## src/rtl/ultrassom_controlador.sv

```systemverilog
// HC-SR04 ultrasonic sequencer: trigger, echo timing, cm conversion and
// N-sample confirmed 10-20 cm window flag driving the barrier LED.
//
// state     | meaning
// IDLE      | no measurement running, waits for enable
// TRIG      | trig held high for TRIG_CYCLES
// WAIT_ECHO | waits for echo_s rise, bounded by WAIT_TIMEOUT
// MEASURE   | counts echo_s high cycles into cm
// DONE      | publishes the distance (one cycle)
// HOLDOFF   | pads the cycle out to PERIOD_CYCLES between triggers
module ultrassom_controlador #(
    parameter int TRIG_CYCLES   = 500,
    parameter int CM_CYCLES     = 2900,
    parameter int WAIT_TIMEOUT  = 1_500_000,
    parameter int MAX_CM        = 200,
    parameter int PERIOD_CYCLES = 3_000_000,
    parameter int MIN_CM        = 10,
    parameter int MAX_LIM_CM    = 20,
    parameter int CONFIRM       = 3
) (
    input  logic       clk,
    input  logic       rst,
    input  logic       enable,
    input  logic       echo,
    output logic       trig,
    output logic [7:0] distancia_cm,
    output logic       medida_valida,
    output logic       timeout,
    output logic       ocupado,
    output logic       dentro_limite,
    output logic       led
);

    localparam int TMR_W = $clog2((WAIT_TIMEOUT > TRIG_CYCLES) ? WAIT_TIMEOUT : TRIG_CYCLES) + 1;
    localparam int PER_W = $clog2(PERIOD_CYCLES) + 1;
    localparam int SUB_W = $clog2(CM_CYCLES) + 1;
    localparam int AGR_W = $clog2(CONFIRM) + 1;

    typedef enum logic [2:0] {IDLE, TRIG, WAIT_ECHO, MEASURE, DONE, HOLDOFF} state_t;

    state_t           state;
    logic             echo_m;
    logic             echo_s;
    logic [TMR_W-1:0] tmr;
    logic [PER_W-1:0] per_cnt;
    logic [SUB_W-1:0] sub_cnt;
    logic [7:0]       cm_cnt;
    logic [AGR_W-1:0] agree_cnt;
    logic             amostra;

    always_ff @(posedge clk or posedge rst) begin
        if (rst) begin
            echo_m <= 1'b0;
            echo_s <= 1'b0;
        end else begin
            echo_m <= echo;
            echo_s <= echo_m;
        end
    end

    always_ff @(posedge clk or posedge rst) begin
        if (rst) begin
            state         <= IDLE;
            tmr           <= '0;
            per_cnt       <= '0;
            sub_cnt       <= '0;
            cm_cnt        <= '0;
            trig          <= 1'b0;
            distancia_cm  <= '0;
            medida_valida <= 1'b0;
            timeout       <= 1'b0;
            ocupado       <= 1'b0;
        end else begin
            medida_valida <= 1'b0;
            timeout       <= 1'b0;
            if (per_cnt != '1)
                per_cnt <= per_cnt + 1'b1;
            case (state)
                IDLE: begin
                    if (enable) begin
                        state   <= TRIG;
                        trig    <= 1'b1;
                        ocupado <= 1'b1;
                        tmr     <= TMR_W'(TRIG_CYCLES - 1);
                        per_cnt <= '0;
                    end
                end
                TRIG: begin
                    if (tmr == '0) begin
                        trig  <= 1'b0;
                        state <= WAIT_ECHO;
                        tmr   <= TMR_W'(WAIT_TIMEOUT - 1);
                    end else begin
                        tmr <= tmr - 1'b1;
                    end
                end
                WAIT_ECHO: begin
                    // the rising cycle itself is the first counted high cycle
                    if (echo_s) begin
                        state   <= MEASURE;
                        sub_cnt <= SUB_W'(1);
                        cm_cnt  <= '0;
                    end else if (tmr == '0) begin
                        timeout <= 1'b1;
                        state   <= HOLDOFF;
                    end else begin
                        tmr <= tmr - 1'b1;
                    end
                end
                MEASURE: begin
                    if (!echo_s) begin
                        state         <= DONE;
                        distancia_cm  <= cm_cnt;
                        medida_valida <= 1'b1;
                    end else if (sub_cnt == SUB_W'(CM_CYCLES - 1)) begin
                        sub_cnt <= '0;
                        if (cm_cnt != 8'hFF)
                            cm_cnt <= cm_cnt + 1'b1;
                        if (cm_cnt == 8'(MAX_CM - 1)) begin
                            timeout <= 1'b1;
                            state   <= HOLDOFF;
                        end
                    end else begin
                        sub_cnt <= sub_cnt + 1'b1;
                    end
                end
                DONE: begin
                    state <= HOLDOFF;
                end
                HOLDOFF: begin
                    if (per_cnt >= PER_W'(PERIOD_CYCLES - 1)) begin
                        if (enable) begin
                            state   <= TRIG;
                            trig    <= 1'b1;
                            tmr     <= TMR_W'(TRIG_CYCLES - 1);
                            per_cnt <= '0;
                        end else begin
                            state   <= IDLE;
                            ocupado <= 1'b0;
                        end
                    end
                end
                default: begin
                    state   <= IDLE;
                    trig    <= 1'b0;
                    ocupado <= 1'b0;
                end
            endcase
        end
    end

    // distancia_cm is already updated while medida_valida is high; a timeout is an out sample
    assign amostra = medida_valida &&
                     (distancia_cm >= 8'(MIN_CM)) && (distancia_cm <= 8'(MAX_LIM_CM));

    always_ff @(posedge clk or posedge rst) begin
        if (rst) begin
            agree_cnt     <= '0;
            dentro_limite <= 1'b0;
        end else if (medida_valida || timeout) begin
            if (amostra == dentro_limite) begin
                agree_cnt <= '0;
            end else if (agree_cnt == AGR_W'(CONFIRM - 1)) begin
                agree_cnt     <= '0;
                dentro_limite <= ~dentro_limite;
            end else begin
                agree_cnt <= agree_cnt + 1'b1;
            end
        end
    end

    assign led = dentro_limite;

endmodule

```

## config.mk

```make
export PLATFORM = sky130hd
export DESIGN_NAME = ultrassom_controlador
export DESIGN_NICKNAME = d
export VERILOG_FILES = /design/src/rtl/ultrassom_controlador.sv
export SDC_FILE = /design/constraint.sdc
export NUM_CORES = 1
export LEC_CHECK = 0
export CAP_MARGIN = 20
export CORE_MARGIN = 2
export CORE_UTILIZATION = 36
export CTS_BUF_LIST = sky130_fd_sc_hd__clkbuf_4
export DETAILED_ROUTE_END_ITERATION = 10
export SLEW_MARGIN = 10
export SYNTH_ARGS = -nofsm -noshare
export SYNTH_HDL_FRONTEND = slang
export SYNTH_SLANG_ARGS = --single-unit
```

## constraint.sdc

```tcl
create_clock -name clk -period 3.7 [get_ports clk]
set_clock_uncertainty 0.2 [all_clocks]
set_input_delay 1.11 -clock clk [delete_from_list [all_inputs] [get_ports clk]]
set_output_delay 1.11 -clock clk [all_outputs]
set_load 0.03 [all_outputs]
```

==> results of run 1 <==
-- flip-flops by register name, summed over array words and instances (netlist names) --
signal,cells
echo_m,1
distancia_cm,8
dentro_limite,1
medida_valida,1
cm_cnt,8
timeout,1
ocupado,1
echo_s,1
agree_cnt,3
per_cnt,23
sub_cnt,13
trig,1
state,3
tmr,22
-- logic make-up after synthesis --
group | synth area share (%)
multiplexers | 1.88
adder cells (fa/ha/maj) | 1.30
buffers and inverters | 3.86
AO/OA/AOI/OAI | 15.4
XOR/XNOR | 6.57
AND/OR/NAND/NOR | 25.6
flip-flops | 45.4
-- path summary, 6_finish.rpt --
path / startpoint / to / slack [ns] / depth (start not counted)
min: echo_m$_DFF_PP0_ / echo_s$_DFF_PP0_ / 0.18 / 0
min in group asynchronous: rst / ocupado$_DFFE_PP0P_ / 0.83 / 2
max: tmr[4]$_DFFE_PP0P_ / tmr[3]$_DFFE_PP0P_ / 0.62 / 7
max in group asynchronous: rst / sub_cnt[6]$_DFFE_PP0P_ / 1.76 / 3
max reg2reg: tmr[4]$_DFFE_PP0P_ / tmr[3]$_DFFE_PP0P_ / 0.62 / 7
min reg2reg: echo_m$_DFF_PP0_ / echo_s$_DFF_PP0_ / 0.18 / 0
-- layout by cell type (no fill, tap or decap), drive strengths merged, types with 12 or more instances in the layout --
cell and count:
a21oi 25, and3 13, buf 13, clkdlybuf4s50 17, dfrtp 87, inv 15, nand2 38, nand3 14
nand4 18, nor2 67, nor3 28, o21ai 19, o31ai 14, xnor2 12, xor2 24
-- layout make-up --
type	instances	area, sq um
diodes	1	2.50
repair buffers	30	280
fillers	1346	7870
clock inverters	5	27.5
well taps	176	220
multi-input cells	388	2430
flip-flops and latches	87	2180
inverters	16	61.3
clock buffers	9	67.6
-- synth_stat cells (all sizes together) (8+ instances only) --
master	n
nand3	14
nor2	67
mux2	8
clkbuf	16
nor4	11
o21ai	19
nand4	18
o31ai	14
xor2	24
and3	13
nand2	38
buf	9
a31oi	8
xnor2	12
nor3	28
or3	9
dfrtp	87
a21oi	25
inv	16
-- worst reg2reg max path, delay by kind of cell, from the launching register on --
kind            cells  cell delay [ns]
buf+inv             1             0.30
compound gates      2             0.59
simple gates        4             1.41
flops               1             0.46
-- power by group through the flow --
| stage | combinational (uW) | sequential (uW) | clock, uW |
|---|---|---|---|
| after detailed placement | 464 | 1190 | 0 |
| after global routing | 517 | 1200 | 512 |
| after global placement | 449 | 1190 | 0 |
| final | 463 | 1180 | 446 |
| after floorplan | 379 | 1160 | 0 |
| after CTS | 465 | 1180 | 465 |
-- per-stage QoR --
step	utilization, %	area (sq um)	total power, uW
final	40.1	5270	2090
after detailed placement	39.4	5170	1660
after global placement	39.4	5170	1640
after floorplan	-	4800	1540
after global routing	40.1	5270	2220
after CTS	40.1	5270	2110
-- layer usage --
metal	share of wire, %	vias to the layer above
met5	0	-
li1	-	1901
met3	2.5	8
met2	47	42
met1	49	1919
met4	1.1	0
==> flow_summary.json, run 1 <==
{
  "status": "finished, final reports clean",
  "synth.distinct_cells": 59,
  "drive_above_1_share_pct": 8.60,
  "syn_area_per_cell_sq_um": 9.29,
  "place_ws_ns": 0.234,
  "path_cells": "nor4_4 > nand4_1 > or3_1 > a31oi_4 > buf_4 > nor3_1 > a221o_1",
  "holdWs_ns": 0.180,
  "slew_headroom_pct": 51.0,
  "finalSetupViolations": 0,
  "numCtsBuffers": 9,
  "fp-row-count": 42,
  "clock_tree.htree_level_count": 3,
  "grt_setup_unrepaired": "no",
  "critPathKind": "flip-flop to flip-flop",
  "required_ns": 3.82,
  "synthCells": 516,
  "synth_fp_nets": 525,
  "grtUsageTotal_pct": 15.1,
  "area_delta_synth_final_pct": 9.89,
  "die_h_microns": 119,
  "fin_setup_tns_ns": 0,
  "dp_hpwl_microns": 7070,
  "min_period_ns": 3.08,
  "wire_per_inst_microns": 14.3,
  "crit_slowest_cell": "nor4_4",
  "hp-class": "flip-flop to flip-flop",
  "netSwitchingFraction_pct": 34.0,
  "wl_microns": 10200,
  "met1_usage_pct": 20.4,
  "intPower_uw": 1380,
  "fin_cells": 712,
  "grt_pass1_wl_microns": 17700,
  "clkTransAtPathRegs_ns": 0.14,
  "ys.flop_type": "dfrtp_1",
  "core_area_sq_mm": 0.0131,
  "cap_violations": 0,
  "clock_latency_ns": 0.44,
  "synthTopCellsByArea": "dfrtp_1 (45%), nor2_1 (5.2%), xor2_1 (4.4%)",
  "place_congestion": 0.840,
  "die-width_microns": 119,
  "worst_pin_slew_ns": 0.732,
  "drc": 0,
  "power_density_mw_per_mm2": 396,
  "max_stage_delay_ns": 0.55,
  "p_comb_share_pct": 22.2,
  "ys_seq_area_share_pct": 45.4,
  "finalHoldViolCount": 0,
  "ir_worst_vdd_mv": 0.161,
  "end_kind": "flip-flop",
  "grt_pass1_vias": 3686,
  "fmax_mhz": 325,
  "setup_ws_ns": 0.620,
  "port_buffers": 17,
  "grt_overflow_total": 0,
  "yosysTopAreaCellShare_pct": 45.4,
  "grtUsageMet3_pct": 2.97,
  "hold_buffers": 0,
  "die_area_sq_mm": 0.0143,
  "finalNetCount": 541,
  "synth_edf_count": 0,
  "met2_usage_pct": 24.5,
  "clock_sinks": 87,
  "pwr-share-seq_pct": 56.4,
  "io_pins": 18,
  "ant_nets": 0,
  "synth_top_cell_by_area": "dfrtp_1",
  "leakagePower_uw": 0.00224,
  "report.final.slew_viol_count": 0,
  "first_pass_iters": 4,
  "p_switching_uw": 709,
  "viasPerCell": 5.44,
  "dp_cells": 697,
  "yosysWarnings": 0,
  "postCtsSetupBuffers": 0,
  "num_vias": 3870,
  "async_reset_ff_share_pct": 100,
  "arrival_ns": 3.20,
  "cts_tree": "done",
  "crit_fanout": 24,
  "fin_crit_sh_pct": 83.2,
  "start_kind": "flip-flop",
  "busiest_layer": "met2",
  "antenna_found_initial": 1,
  "critPathBufInv": 1,
  "cts_resized": 0,
  "ys_ff_latch": 87,
  "clkPwrFrac_pct": 21.4,
  "grt_max_degree": 36,
  "cts_root_buf": "clkbuf_4",
  "start_util_pct": 36.5,
  "cp_top_family": "simple AND/OR/NAND/NOR gates",
  "syn_area_sq_mm": 0.00480,
  "clockBufferDepth": 2,
  "drt_iter0_markers": 240
}
Note: power is estimated with default switching activity, not from simulation.
==> run 2: changes to the inputs <==
==> constraint.sdc (replaced) <==
create_clock -name clk -period 2.6 [get_ports clk]
set_clock_uncertainty 0.2 [all_clocks]
set_input_delay 0.78 -clock clk [delete_from_list [all_inputs] [get_ports clk]]
set_output_delay 0.78 -clock clk [all_outputs]
set_load 0.03 [all_outputs]
==> run 2 against run 1 <==
- count of clock-buffer cells in the layout stayed put
- the run now ends with negative setup slack left
- register-to-register slack lost 0.69 ns
- core utilization grew 5.3 points
- sequential cell count unchanged
- global-route usage rose by 1.6 points
- sequential power is 40% higher
- die area did not move
- via count rose by 6.1%
- worst setup slack lost 0.69 ns
- non-clock buffer count grew 57
- critical path depth up 2
- maximum frequency is 16% higher
==> flow_summary.json, run 2 (synthesis gave the netlist of run 1 again) <==
{
  "status": "finished, violations left",
  "violations": "negative setup slack",
  "cap_violations": 0,
  "clock_sinks": 87,
  "multiInputGateArea_sq_mm": 0.00256,
  "crit_fanout": 5,
  "insertedDiodeCount": 0,
  "setup_ws_ns": -0.0664,
  "fin_setup_tns_ns": -0.526,
  "start_kind": "flip-flop",
  "hp-class": "flip-flop to flip-flop",
  "reg2reg_to": "tmr[15]$_DFFE_PP0P_",
  "utilization_pct": 45.4,
  "grt_max_degree": 88,
  "n_fill_cell": 1232,
  "antenna_found_initial": 0,
  "wire_per_inst_microns": 14.6,
  "drive_above_1_share_pct": 21.0,
  "grt_overflow_total": 0,
  "ant_nets": 0,
  "slew_headroom_pct": 64.6,
  "dp_hpwl_microns": 7690,
  "largest_register_ff_count": 23,
  "grtUsageTotal_pct": 16.6,
  "arrival_ns": 2.86,
  "crit_end": "tmr[15]$_DFFE_PP0P_",
  "power_density_mw_per_mm2": 585,
  "report.final.slew_viol_count": 0,
  "regArea_sq_mm": 0.00218,
  "reg2reg_slack_ns": -0.07,
  "clock_tree.htree_level_count": 3,
  "core_area_sq_mm": 0.0131,
  "finalSetupViolations": 13,
  "viasPerCell": 5.33,
  "cts_tree": "done",
  "ir_worst_vdd_mv": 0.295,
  "clkTransAtPathRegs_ns": 0.15,
  "largestRegisters": "per_cnt: 23 flops, tmr: 22 flops, sub_cnt: 13 flops",
  "place_congestion": 0.903,
  "critPathKind": "flip-flop to flip-flop",
  "leakagePower_uw": 0.00268,
  "num_vias": 4107,
  "required_ns": 2.80,
  "port_buffers": 17,
  "numCtsBuffers": 9,
  "clock_latency_ns": 0.44,
  "wl_microns": 11200,
  "clockBufferDepth": 2,
  "die_area_sq_mm": 0.0143,
  "power_uw": 3490,
  "drt_iter0_markers": 273,
  "finalHoldViolCount": 0,
  "grt_pass1_vias": 4008,
  "first_pass_iters": 4,
  "final_common_cell": "dfrtp_1",
  "fin_crit_sh_pct": 103,
  "start_util_pct": 36.5,
  "rr_startpoint": "tmr[17]$_DFFE_PP0P_",
  "worst_pin_slew_ns": 0.530,
  "finalNetCount": 598,
  "die-width_microns": 119,
  "end_kind": "flip-flop",
  "crit_start": "tmr[17]$_DFFE_PP0P_",
  "io_pins": 18,
  "drc": 0,
  "area_delta_synth_final_pct": 24.4,
  "grt_pass1_wl_microns": 19200,
  "grt_setup_unrepaired": "yes",
  "min_period_ns": 2.67,
  "regMostFlops": "per_cnt",
  "final_cell_mix": "dfrtp_1 (87), nor2_1 (66), buf_4 (62)",
  "fmax_mhz": 375,
  "reg2reg_depth": 9,
  "fp-row-count": 42,
  "hold_buffers": 0,
  "cts_root_buf": "clkbuf_4",
  "die_h_microns": 119
}
[run 2: cell count changes in the layout (fill, tap and decap cells not counted), sizes merged, moves of 2 or more]
cell	delta
dlymetal6s2s	+5
clkinv	-4
bufinv	+2
dlygate4sd2	+4
clkdlybuf4s50	-9
inv	+3
buf	+56
[run 2: layout make-up]
type                       count  area share, %
tap                          176           3.69
timing repair buffer          87           13.0
sequential                    87           36.5
multi-input combinational    388           42.9
clock inverter                 7           1.70
inverter                      16           1.07
clock buffer                   9           1.13
[run 2: metal layers]
layer	vias to the layer above	GRT usage, %	part of all wire, %
met5	-	0	0
li1	2018	-	-
met3	10	3.69	3.4
met2	72	27.8	50
met4	0	5.00	1.1
met1	2007	21.7	46
[run 2: timing repair]
item,CTS,global route
setup buffers,5,6
pin swaps,5,9
gates resized for setup,23,18
cloned,1,1
endpoints found under the setup margin,25,27
[run 2: how the worst min path moves through the flow]
| stage | start | to | slack (ns) | cells past startpoint |
|---|---|---|---|---|
| after floorplan | echo_m$_DFF_PP0_ | echo_s$_DFF_PP0_ | 0.13 | 0 |
| after global placement | echo_m$_DFF_PP0_ | echo_s$_DFF_PP0_ | 0.22 | 0 |
| after detailed placement | echo_m$_DFF_PP0_ | echo_s$_DFF_PP0_ | 0.21 | 0 |
| after CTS | echo_m$_DFF_PP0_ | echo_s$_DFF_PP0_ | 0.22 | 0 |
| after global routing | echo_m$_DFF_PP0_ | echo_s$_DFF_PP0_ | 0.23 | 0 |
| final | echo_m$_DFF_PP0_ | echo_s$_DFF_PP0_ | 0.20 | 0 |
[run 2: critical path, stage by stage, from the launching register on]
cell and delay (ns):
dfrtp_1 0.41, or3_4 0.39, or3_4 0.34, or3_4 0.39
a31oi_4 0.19, buf_6 0.14, buf_6 0.11, or2_4 0.15
clkbuf_16 0.16, o22a_1 0.13
[run 2: where the power goes]
part           leakage (uW)  switching (uW)  internal, uW
clock network     0.0000836             501           400
logic               0.00145             488           450
registers           0.00115             151          1500
[run 2: stage by stage]
step                      hold WS, ns  worst slack (ns)  std cells  instance area, sq um
after floorplan                 0.131            0.0216        516                  4800
after CTS                       0.223           -0.0726        763                  5820
after detailed placement        0.214            -0.550        741                  5520
final                           0.202           -0.0664        770                  5960
after global placement          0.221            -0.529        741                  5520
after global routing            0.230            -0.130        770                  5960
==> run 3: changes to the inputs <==
--- a/config.mk
+++ b/config.mk
@@ -10,7 +10,7 @@
 export CORE_UTILIZATION = 36
 export CTS_BUF_LIST = sky130_fd_sc_hd__clkbuf_4
 export DETAILED_ROUTE_END_ITERATION = 10
-export SLEW_MARGIN = 10
+export SLEW_MARGIN = 40
 export SYNTH_ARGS = -nofsm -noshare
 export SYNTH_HDL_FRONTEND = slang
 export SYNTH_SLANG_ARGS = --single-unit
==> results of run 3 <==
Same layout as run 2: the final DEF is identical, and so are final timing and power.
